File: src/rtl/vga_pixel_packer_pkg.sv
// Shared encodings for the VGA pixel-pair packer: masks, packer states and pixel word format.
package vga_pixel_packer_pkg;

   localparam int unsigned PIX_W = 32;

   localparam logic [1:0] MASK_EVEN = 2'b01;
   localparam logic [1:0] MASK_ODD  = 2'b10;
   localparam logic [1:0] MASK_PAIR = 2'b11;

   typedef enum logic {
      ST_EMPTY = 1'b0,
      ST_HALF  = 1'b1
   } pack_state_e;

   typedef struct packed {
      logic [PIX_W-1:0] odd;
      logic [PIX_W-1:0] even;
   } pixel_pair_t;

   // One pixel in a 32-bit lane: {8'h00, R, G, B}
   function automatic logic [PIX_W-1:0] pixel_word(input logic [7:0] r,
                                                  input logic [7:0] g,
                                                  input logic [7:0] b);
      return {8'h00, r, g, b};
   endfunction

endpackage

File: src/rtl/vga_pixel_packer_fifo.sv
// First-word-fall-through FIFO taking up to two pushes and one pop per cycle.
// Pushes that do not fit after the same-cycle pop are dropped, newest first.
module pixel_word_fifo #(
   parameter int unsigned Width = 87,
   parameter int unsigned Depth = 8
) (
   input  logic                    clk,
   input  logic                    rst_n,
   input  logic                    push0_valid,
   input  logic [Width-1:0]        push0_data,
   input  logic                    push1_valid,
   input  logic [Width-1:0]        push1_data,
   input  logic                    pop_ready,
   output logic                    head_valid,
   output logic [Width-1:0]        head_data,
   output logic [$clog2(Depth):0]  level,
   output logic                    drop_c
);

   localparam int unsigned PtrW   = $clog2(Depth);
   localparam int unsigned LevelW = PtrW + 1;

   logic [Width-1:0]  mem [Depth];
   logic [PtrW-1:0]   rd_ptr;
   logic [PtrW-1:0]   wr_ptr;
   logic              pop;
   logic              acc0;
   logic              acc1;
   logic [1:0]        n_acc;
   logic [LevelW-1:0] space;
   logic [LevelW-1:0] level_d;

   // Space is judged after this cycle's pop; push0 is always the older word
   always_comb begin
      pop     = head_valid & pop_ready;
      space   = LevelW'(Depth) - (level - LevelW'(pop));
      acc0    = push0_valid && (space != '0);
      acc1    = push1_valid && (space > (acc0 ? LevelW'(1) : LevelW'(0)));
      drop_c  = (push0_valid & ~acc0) | (push1_valid & ~acc1);
      n_acc   = 2'(acc0) + 2'(acc1);
      level_d = level - LevelW'(pop) + LevelW'(n_acc);
   end

   always_ff @(posedge clk or negedge rst_n) begin
      if (!rst_n) begin
         rd_ptr     <= '0;
         wr_ptr     <= '0;
         level      <= '0;
         head_valid <= 1'b0;
         for (int unsigned k = 0; k < Depth; k++) begin
            mem[PtrW'(k)] <= '0;
         end
      end else begin
         if (pop) begin
            rd_ptr <= rd_ptr + PtrW'(1);
         end
         if (acc0) begin
            mem[wr_ptr] <= push0_data;
         end
         if (acc1) begin
            mem[acc0 ? (wr_ptr + PtrW'(1)) : wr_ptr] <= push1_data;
         end
         wr_ptr     <= wr_ptr + PtrW'(n_acc);
         level      <= level_d;
         head_valid <= (level_d != '0);
      end
   end

   assign head_data = mem[rd_ptr];

endmodule

File: src/rtl/vga_pixel_packer.sv
// Packs horizontally adjacent VGA pixels into 64-bit pair words with address and mask,
// buffered in a small FIFO; overflowing words are dropped and flagged.
module vga_pixel_packer
   import vga_pixel_packer_pkg::*;
#(
   parameter int unsigned Depth = 8,
   parameter int unsigned AddrW = 21
) (
   input  logic                    VGA_IN_DATA_CLK,
   input  logic                    Reset_n,
   input  logic [10:0]             i,
   input  logic [10:0]             j,
   input  logic                    valid,
   input  logic [7:0]              VGA_IN_RED,
   input  logic [7:0]              VGA_IN_GREEN,
   input  logic [7:0]              VGA_IN_BLUE,
   output logic                    OutValid,
   input  logic                    OutReady,
   output logic [AddrW-1:0]        OutAddr,
   output logic [63:0]             OutData,
   output logic [1:0]              OutMask,
   output logic                    FrameStart,
   output logic                    Overflow,
   output logic [$clog2(Depth):0]  Level
);

   localparam int unsigned DataW = 2 * PIX_W;
   localparam int unsigned WordW = AddrW + 2 + DataW;

   // Sampled input pixel
   logic             s_valid;
   logic [10:0]      s_i;
   logic [10:0]      s_j;
   logic [PIX_W-1:0] s_pix;

   // Packer state and held even pixel
   pack_state_e      state,    state_d;
   logic [10:0]      held_i,   held_i_d;
   logic [10:0]      held_j,   held_j_d;
   logic [PIX_W-1:0] held_pix, held_pix_d;

   // Registered push slots; p1 is only ever used alongside p0
   logic             p0_valid, p0_valid_d;
   logic [WordW-1:0] p0_word,  p0_word_d;
   logic             p1_valid, p1_valid_d;
   logic [WordW-1:0] p1_word,  p1_word_d;

   logic             take_new;
   logic             emit_held;
   logic             fifo_drop_c;
   logic [WordW-1:0] head_word;

   function automatic logic [WordW-1:0] make_word(input logic [10:0]  wi,
                                                  input logic [9:0]   wj_hi,
                                                  input logic [1:0]   mask,
                                                  input pixel_pair_t  pair);
      return {AddrW'({wi, wj_hi}), mask, pair};
   endfunction

   always_ff @(posedge VGA_IN_DATA_CLK or negedge Reset_n) begin
      if (!Reset_n) begin
         s_valid    <= 1'b0;
         s_i        <= '0;
         s_j        <= '0;
         s_pix      <= '0;
         FrameStart <= 1'b0;
         Overflow   <= 1'b0;
      end else begin
         s_valid    <= valid;
         s_i        <= i;
         s_j        <= j;
         s_pix      <= pixel_word(VGA_IN_RED, VGA_IN_GREEN, VGA_IN_BLUE);
         FrameStart <= valid && (i == 11'd0) && (j == 11'd0);
         // A drop in the same cycle wins over the frame-start clear
         Overflow   <= fifo_drop_c | (Overflow & ~FrameStart);
      end
   end

   always_ff @(posedge VGA_IN_DATA_CLK or negedge Reset_n) begin
      if (!Reset_n) begin
         state    <= ST_EMPTY;
         held_i   <= '0;
         held_j   <= '0;
         held_pix <= '0;
         p0_valid <= 1'b0;
         p0_word  <= '0;
         p1_valid <= 1'b0;
         p1_word  <= '0;
      end else begin
         state    <= state_d;
         held_i   <= held_i_d;
         held_j   <= held_j_d;
         held_pix <= held_pix_d;
         p0_valid <= p0_valid_d;
         p0_word  <= p0_word_d;
         p1_valid <= p1_valid_d;
         p1_word  <= p1_word_d;
      end
   end

   always_comb begin
      state_d    = state;
      held_i_d   = held_i;
      held_j_d   = held_j;
      held_pix_d = held_pix;
      p0_valid_d = 1'b0;
      p0_word_d  = '0;
      p1_valid_d = 1'b0;
      p1_word_d  = '0;
      take_new   = 1'b0;
      emit_held  = 1'b0;

      case (state)
         ST_EMPTY: take_new = s_valid;
         ST_HALF: begin
            state_d = ST_EMPTY;
            if (s_valid && (s_i == held_i) && (s_j == (held_j + 11'd1))) begin
               p0_valid_d = 1'b1;
               p0_word_d  = make_word(held_i, held_j[10:1], MASK_PAIR,
                                      pixel_pair_t'{odd: s_pix, even: held_pix});
            end else begin
               // Break in the pair (gap, jump or new row): flush the held pixel first
               emit_held  = 1'b1;
               take_new   = s_valid;
               p0_valid_d = 1'b1;
               p0_word_d  = make_word(held_i, held_j[10:1], MASK_EVEN,
                                      pixel_pair_t'{odd: '0, even: held_pix});
            end
         end
         default: state_d = ST_EMPTY;
      endcase

      if (take_new) begin
         if (!s_j[0]) begin
            state_d    = ST_HALF;
            held_i_d   = s_i;
            held_j_d   = s_j;
            held_pix_d = s_pix;
         end else if (emit_held) begin
            p1_valid_d = 1'b1;
            p1_word_d  = make_word(s_i, s_j[10:1], MASK_ODD,
                                   pixel_pair_t'{odd: s_pix, even: '0});
         end else begin
            p0_valid_d = 1'b1;
            p0_word_d  = make_word(s_i, s_j[10:1], MASK_ODD,
                                   pixel_pair_t'{odd: s_pix, even: '0});
         end
      end
   end

   pixel_word_fifo #(
      .Width (WordW),
      .Depth (Depth)
   ) u_fifo (
      .clk         (VGA_IN_DATA_CLK),
      .rst_n       (Reset_n),
      .push0_valid (p0_valid),
      .push0_data  (p0_word),
      .push1_valid (p1_valid),
      .push1_data  (p1_word),
      .pop_ready   (OutReady),
      .head_valid  (OutValid),
      .head_data   (head_word),
      .level       (Level),
      .drop_c      (fifo_drop_c)
   );

   assign OutAddr = head_word[WordW-1 -: AddrW];
   assign OutMask = head_word[DataW +: 2];
   assign OutData = head_word[DataW-1:0];

endmodule

File: config.mk
export PLATFORM = sky130hd
export DESIGN_NAME = vga_pixel_packer
export DESIGN_NICKNAME = d
export VERILOG_FILES = /design/src/rtl/vga_pixel_packer_pkg.sv /design/src/rtl/vga_pixel_packer_fifo.sv /design/src/rtl/vga_pixel_packer.sv
export SDC_FILE = /design/constraint.sdc
export NUM_CORES = 2
export LEC_CHECK = 0
export ABC_CLOCK_PERIOD_IN_PS = 5820
export CORE_ASPECT_RATIO = 0.8
export CORE_MARGIN = 10
export CORE_UTILIZATION = 35
export CTS_BUF_LIST = sky130_fd_sc_hd__clkbuf_8
export CTS_CLUSTER_DIAMETER = 40
export DETAILED_ROUTE_END_ITERATION = 7
export SLEW_MARGIN = 20
export SYNTH_ARGS = -nofsm -noshare
export SYNTH_HDL_FRONTEND = slang
export SYNTH_SLANG_ARGS = --single-unit
File: constraint.sdc
create_clock -name VGA_IN_DATA_CLK -period 5.82 [get_ports VGA_IN_DATA_CLK]
set_input_delay 0.873 -clock VGA_IN_DATA_CLK [delete_from_list [all_inputs] [get_ports VGA_IN_DATA_CLK]]
set_output_delay 0.873 -clock VGA_IN_DATA_CLK [all_outputs]
set_load 0.1 [all_outputs]
# Word level (Yosys, flattened, before mapping)
# Cells that the tools add are included.
# word_totals
elab_cells,103
ff_bits,978
output_inout_bits,94
input_bits,50
# op_classes
n_mux,34
bitwise,14
magnitude_cmp,6
reduce_logical,13
add_sub_neg,8
n_eq_ne,2
# ops
cell,n
$bwmux 696,2
$mux 696,2
$mux 87,11
$demux 87 s3,2
$bmux 87 s3,1
$mux 66,1
$eq 11x11->1,2
$logic_not 11->1,2
$mux 1,13
$ge 4x4->1 const B,3
$not 3->4,3
$add 11x1->11 const B,1
$logic_and 1x1->1,8
$lt 4x1->1 const B,2
$reduce_bool 4->1,2
$add 3x1->3 const B,2
$not 1->1,5
$add 4x2->4,1
$and 1x1->1,4
$gt 4x4->1,1
$sub 4x1->4,1
$sub 4x4->4 const A,1
$add 3x2->3,1
$mux 3,1
4 further kinds,5

# Longest topological paths before layout
# depth
word_depth,13
depth_mapped,22
ltp_nobuf,19

# Hierarchy
# Synthesis repeated with hierarchy kept, for this count alone.
# hier_totals
hier_cells,3871
hier_area_um2,46308.2
# by_module_without_submodules
module,instances,cells_each,area_each_um2,seq_area_each_um2
pixel_word_fifo,1,3338,38769.7,17692.0
vga_pixel_packer,1,533,7538.5,5330.1

# Worst setup path before layout
# No wires, ideal clock.
# synth_path
path_type,register to register
start,reg u_fifo.head_valid
end,reg u_fifo.head_valid
t_required_ns,5.681
n_path_buf,3
setup_slack_ns,0.260
period_less_slack_ns,5.560
arrival_time_ns,5.422
setup_ns,0.139
stages_incl_launch_ff,20
path_cell_list,dfrtp_1 nand2_1 inv_1 ha_1 ha_1 and2_4 xor3_1 o21ai_4 inv_4 buf_6 ha_1 nor2_1 or3_1 o211a_1 buf_4 buf_4 ha_1 ha_1 fa_1 or4_1
# synth_between
elab_chain_len,11
# synth_lines
item,line_no,source
from (decl),vga_pixel_packer_fifo.sv:14,"output logic head_valid,"
from (signal assigned),vga_pixel_packer_fifo.sv:65,head_valid <= (level_d != '0);
$and 1x1->1 (*),vga_pixel_packer_fifo.sv:35,pop = head_valid & pop_ready;
$sub 4x1->4 (*),"vga_pixel_packer_fifo.sv:36, vga_pixel_packer_fifo.sv:41",
$sub 4x4->4,vga_pixel_packer_fifo.sv:36,space = LevelW'(Depth) - (level - LevelW'(pop));
$reduce_bool 4->1,vga_pixel_packer_fifo.sv:37,acc0 = push0_valid && (space != '0);
$logic_and 1x1->1,vga_pixel_packer_fifo.sv:37,
$mux 1,vga_pixel_packer_fifo.sv:38,acc1 = push1_valid && (space > (acc0 ? LevelW'(1) : LevelW'(0)));
$gt 4x4->1,vga_pixel_packer_fifo.sv:38,
$logic_and 1x1->1,vga_pixel_packer_fifo.sv:38,
$add 1x1->2,vga_pixel_packer_fifo.sv:40,n_acc = 2'(acc0) + 2'(acc1);
$add 4x2->4 (*),vga_pixel_packer_fifo.sv:41,level_d = level - LevelW'(pop) + LevelW'(n_acc);
net u_fifo.level_d[1],vga_pixel_packer_fifo.sv:31,logic [LevelW-1:0] level_d;
$reduce_bool 4->1 (*),vga_pixel_packer_fifo.sv:65,
# The timed path passes the listed nets; every way through them passes the cells marked *.
# A chain may end at the register's enable or synchronous reset.

# Final worst setup path
# layout_path
start,reg u_fifo.rd_ptr[0]
end,out OutData[48]
# layout_between
elab_chain_len,4
# layout_lines
item,line_no,source
from (decl),vga_pixel_packer_fifo.sv:24,logic [PtrW-1:0] rd_ptr;
from (signal assigned),vga_pixel_packer_fifo.sv:55,rd_ptr <= rd_ptr + PtrW'(1);
$not 3->4 (implied by the code),vga_pixel_packer_fifo.sv:69,assign head_data = mem[rd_ptr];
$bmux 87 s3,vga_pixel_packer_fifo.sv:69,
$mux 87 (implied by the code) (2 in a row),vga_pixel_packer_fifo.sv:69,
to (decl),vga_pixel_packer.sv:20,"output logic [63:0] OutData,"
# No other way between the ends. The select of a mux whose other input is x is not followed.

==> flow_metrics.py <==
metrics = {
    "sta": {
        "post-route-min-period_ns": 4.97,
        "hold_viol_final": 0,
        "drv_slew": 0,
        "fin_ws_ns": 0.846,
        "setup_viol": 0,
        "fin_tns_setup_ns": 0,
        "fmax_ghz": 0.201,
        "finalCritPeriodShare_pct": 85.5,
        "holdWs_ns": 0.0928,
        "skew_ns": 0.0417,
        "tightest_slew_ns": 1.08,
        "rsz0062_at_grt": "false",
        "timing.slew.headroom_pct": 27.9,
    },
    "cts": {
        "clockBufferDepth": 3,
        "clk-insertion-delay-late_ns": 0.90,
        "hold_buffers": 0,
        "clkTransAtPathRegs_ns": 0.07,
        "cts-resized-gates": 0,
        "cts.htree.levels": 4,
        "cts_root_buf": "clkbuf_8",
        "cts_setup_buffers": 0,
        "cts_num_sinks": 920,
        "numCtsBuffers": 162,
        "cts_tree": "done",
    },
    "critical_path": {
        "crit_buf_inv": 2,
        "cp_cell_sequence": "buf_12 > mux4_2 > mux2_2 > clkdlybuf4s50_1",
        "worstPathMaxFanout": 63,
        "crit_start": "u_fifo.rd_ptr[0]",
        "crit_family": "buffers and inverters",
        "required_ns": 4.95,
        "criticalPathCategory": "reg -> out",
        "slowest_stage": "clkdlybuf4s50_1",
        "crit_path_end_kind": "output port",
        "max_stage_delay_ns": 1.00,
        "r2r-start": "u_fifo.head_valid",
        "arrival_ns": 4.10,
        "cp-start-kind": "flop",
    },
    "logic_synthesis": {
        "synth.area.top_cells": "dfrtp_1, mux2_2, mux4_2",
        "synth_top_area_share_pct": 53.3,
        "syn_nets": 3441,
        "synth_cell_type_count": 48,
        "syn_inst": 3378,
        "syn_avg_cell_area_um2": 12.8,
        "syn_area_um2": 43200,
        "yosysTopAreaCell": "dfrtp_1",
        "yosys_register_bits": 920,
        "yosys_warnings": 0,
        "ys_seq_area_share_pct": 53.3,
    },
    "cells_and_area": {
        "nets": 3523,
        "final_cells": 5226,
        "post-route-util_pct": 40.6,
        "drive_gt1_share_pct": 28.6,
        "num-fill-cells": 11506,
        "syn_to_final_growth_pct": 15.4,
    },
    "pwr": {
        "peakVddDrop_v": 0.000424,
        "power.density_nw_per_um2": 538,
        "leakage_uw": 0.0223,
    },
    "routing": {
        "drc": 0,
        "wl_per_cell_um": 25.9,
        "viasPerCell": 5.60,
        "ant_nets": 0,
        "routed_wl_mm": 135,
        "drt_iter0_markers": 2871,
        "vias": 29266,
        "drtPass1Iterations": 5,
    },
    "global_route": {
        "use_met1_pct": 26.0,
        "grt_pass1_vias": 30970,
        "gr-usage-met3_pct": 5.14,
        "gr-total-overflow": 0,
        "grt_start_max_net_pins": 135,
        "grt_usage_pct": 19.4,
        "grt-busiest-layer": "met2",
        "met2_usage_pct": 29.9,
        "grt_pass1_wl_mm": 204,
        "antenna_found_initial": 11,
    },
    "floorplan": {
        "die_area_um2": 138000,
        "core_area_um2": 123000,
        "initial_core_util_pct": 35.2,
        "dieHeight_um": 334,
        "io_pins": 144,
        "die_w_um": 413,
        "rows": 115,
    },
    "placed_design": {
        "place_ws_ns": 0.368,
        "portBuffers": 143,
        "dp.cells": 4934,
        "gp_congestion": 0.757,
        "dp_hpwl_mm": 75.5,
    },
    "outcome": {
        "status": "finished, final reports clean",
    },
    "min_path": {
        "holdCritPathClass": "in -> async",
    },
    "run": {
        "cap_violations": 0,
    },
}
## per-layer routing
layer | vias up | part of all wire (%)
met3 | 289 | 8.1
met4 | 8 | 3.0
li1 | 12505 | -
met5 | - | 0.042
met2 | 1116 | 46
met1 | 15348 | 43
## per-stage QoR
stage | power [µW] | area (µm²)
detailed placement | 20600 | 46400
global placement | 20400 | 46400
CTS | 27000 | 49900
finish | 26800 | 49900
floorplan | 17300 | 43200
global route | 28100 | 49900
## worst register-to-register path, delay by kind of cell (launching register included)
kind	cells	cell delay, ns
buffers and inverters	2	0.12
DFF	1	0.39
xor gates and xnor gates	1	0.41
and+or+nand+nor	5	1.20
adders and majority gates	6	1.86
AOI/OAI and AO/OA	2	0.45
## sequential cells by signal, summed over array words and instances (netlist names), 4 cells and up
register      count
s_pix            24
s_i              11
u_fifo.level      4
s_j              11
held_i           11
p1_word          46
held_j           10
held_pix         24
u_fifo.mem      696
p0_word          71
## layout by cell type (no fill, tap or decap), drive strengths merged, types with 21 or more instances in the layout
cell type,synthesis,layout
nand2,472,472
nand2b,51,51
o2bb2ai,360,360
clkinv,0,23
mux4,174,174
and3,138,138
buf,190,84
clkbuf,118,204
mux2,493,493
and2,96,96
dfrtp,920,920
a21oi,202,202
clkdlybuf4s50,0,142
inv,9,58
a22o,21,21
## cells in the mapped netlist, drive strengths merged
master and n:
dfrtp 920, mux2 493, nand2 472, o2bb2ai 360, a21oi 202, buf 190
mux4 174, and3 138, clkbuf 118, and2 96, nand2b 51, a22o 21
nor3 17, xnor2 17, xor2 15, nand3 13, ha 12, nor2 11
inv 9, o21ai 9, o21a 8, nor4 7, or3 5, nand4 4
nor2b 3, nor3b 2, a21o 1, a22oi 1, a31oi 1, fa 1
nor4b 1, o211a 1, o22ai 1, or2 1, or4 1, xnor3 1
xor3 1
## cell type report
class                      instances  area, µm²  area share (%)
antenna                            1       2.50         0.00502
timing repair buffer             226       2610            5.23
inverter                           9       36.3          0.0728
sequential                       920      23000            46.2
clock buffer                     204       2810            5.63
clock inverter                    87        653            1.31
tap                             1638       2050            4.11
multi-input combinational       2141      18700            37.4
## where the power goes
group / internal (µW) / leakage, µW / switching, µW
sequential: 8090 / 0.0123 / 1280
clock: 3490 / 0.00193 / 2870
combinational: 4470 / 0.00804 / 6630
total: 16100 / 0.0223 / 10800
## final timing paths
kind / to / slack [ns] / cells past startpoint
setup / recovery: OutData[48] / 0.85 / 4
hold / removal: u_fifo.mem[242] / 0.09 / 1
setup reg to reg: u_fifo.head_valid / 1.24 / 16
hold reg to reg: Overflow / 0.47 / 1
max in group asynchronous: u_fifo.mem[282] / 4.38 / 2
min in group VGA_IN_DATA_CLK: s_pix[2] / 0.42 / 1
## logic make-up (layout without fill, tap and decap cells)
| kind of cell | after synthesis | count (layout) | share of synthesized area (%) |
|---|---|---|---|
| xor gates and xnor gates | 34 | 34 | 0.756 |
| muxes | 667 | 667 | 21.9 |
| other | 0 | 1 | 0 |
| AOI/OAI and AO/OA | 605 | 605 | 10.6 |
| adders and majority gates | 13 | 13 | 0.394 |
| DFF | 920 | 920 | 53.3 |
| buffers and inverters | 317 | 526 | 3.78 |
| and+or+nand+nor | 822 | 822 | 9.23 |
Power figures use the tool's default switching activity.
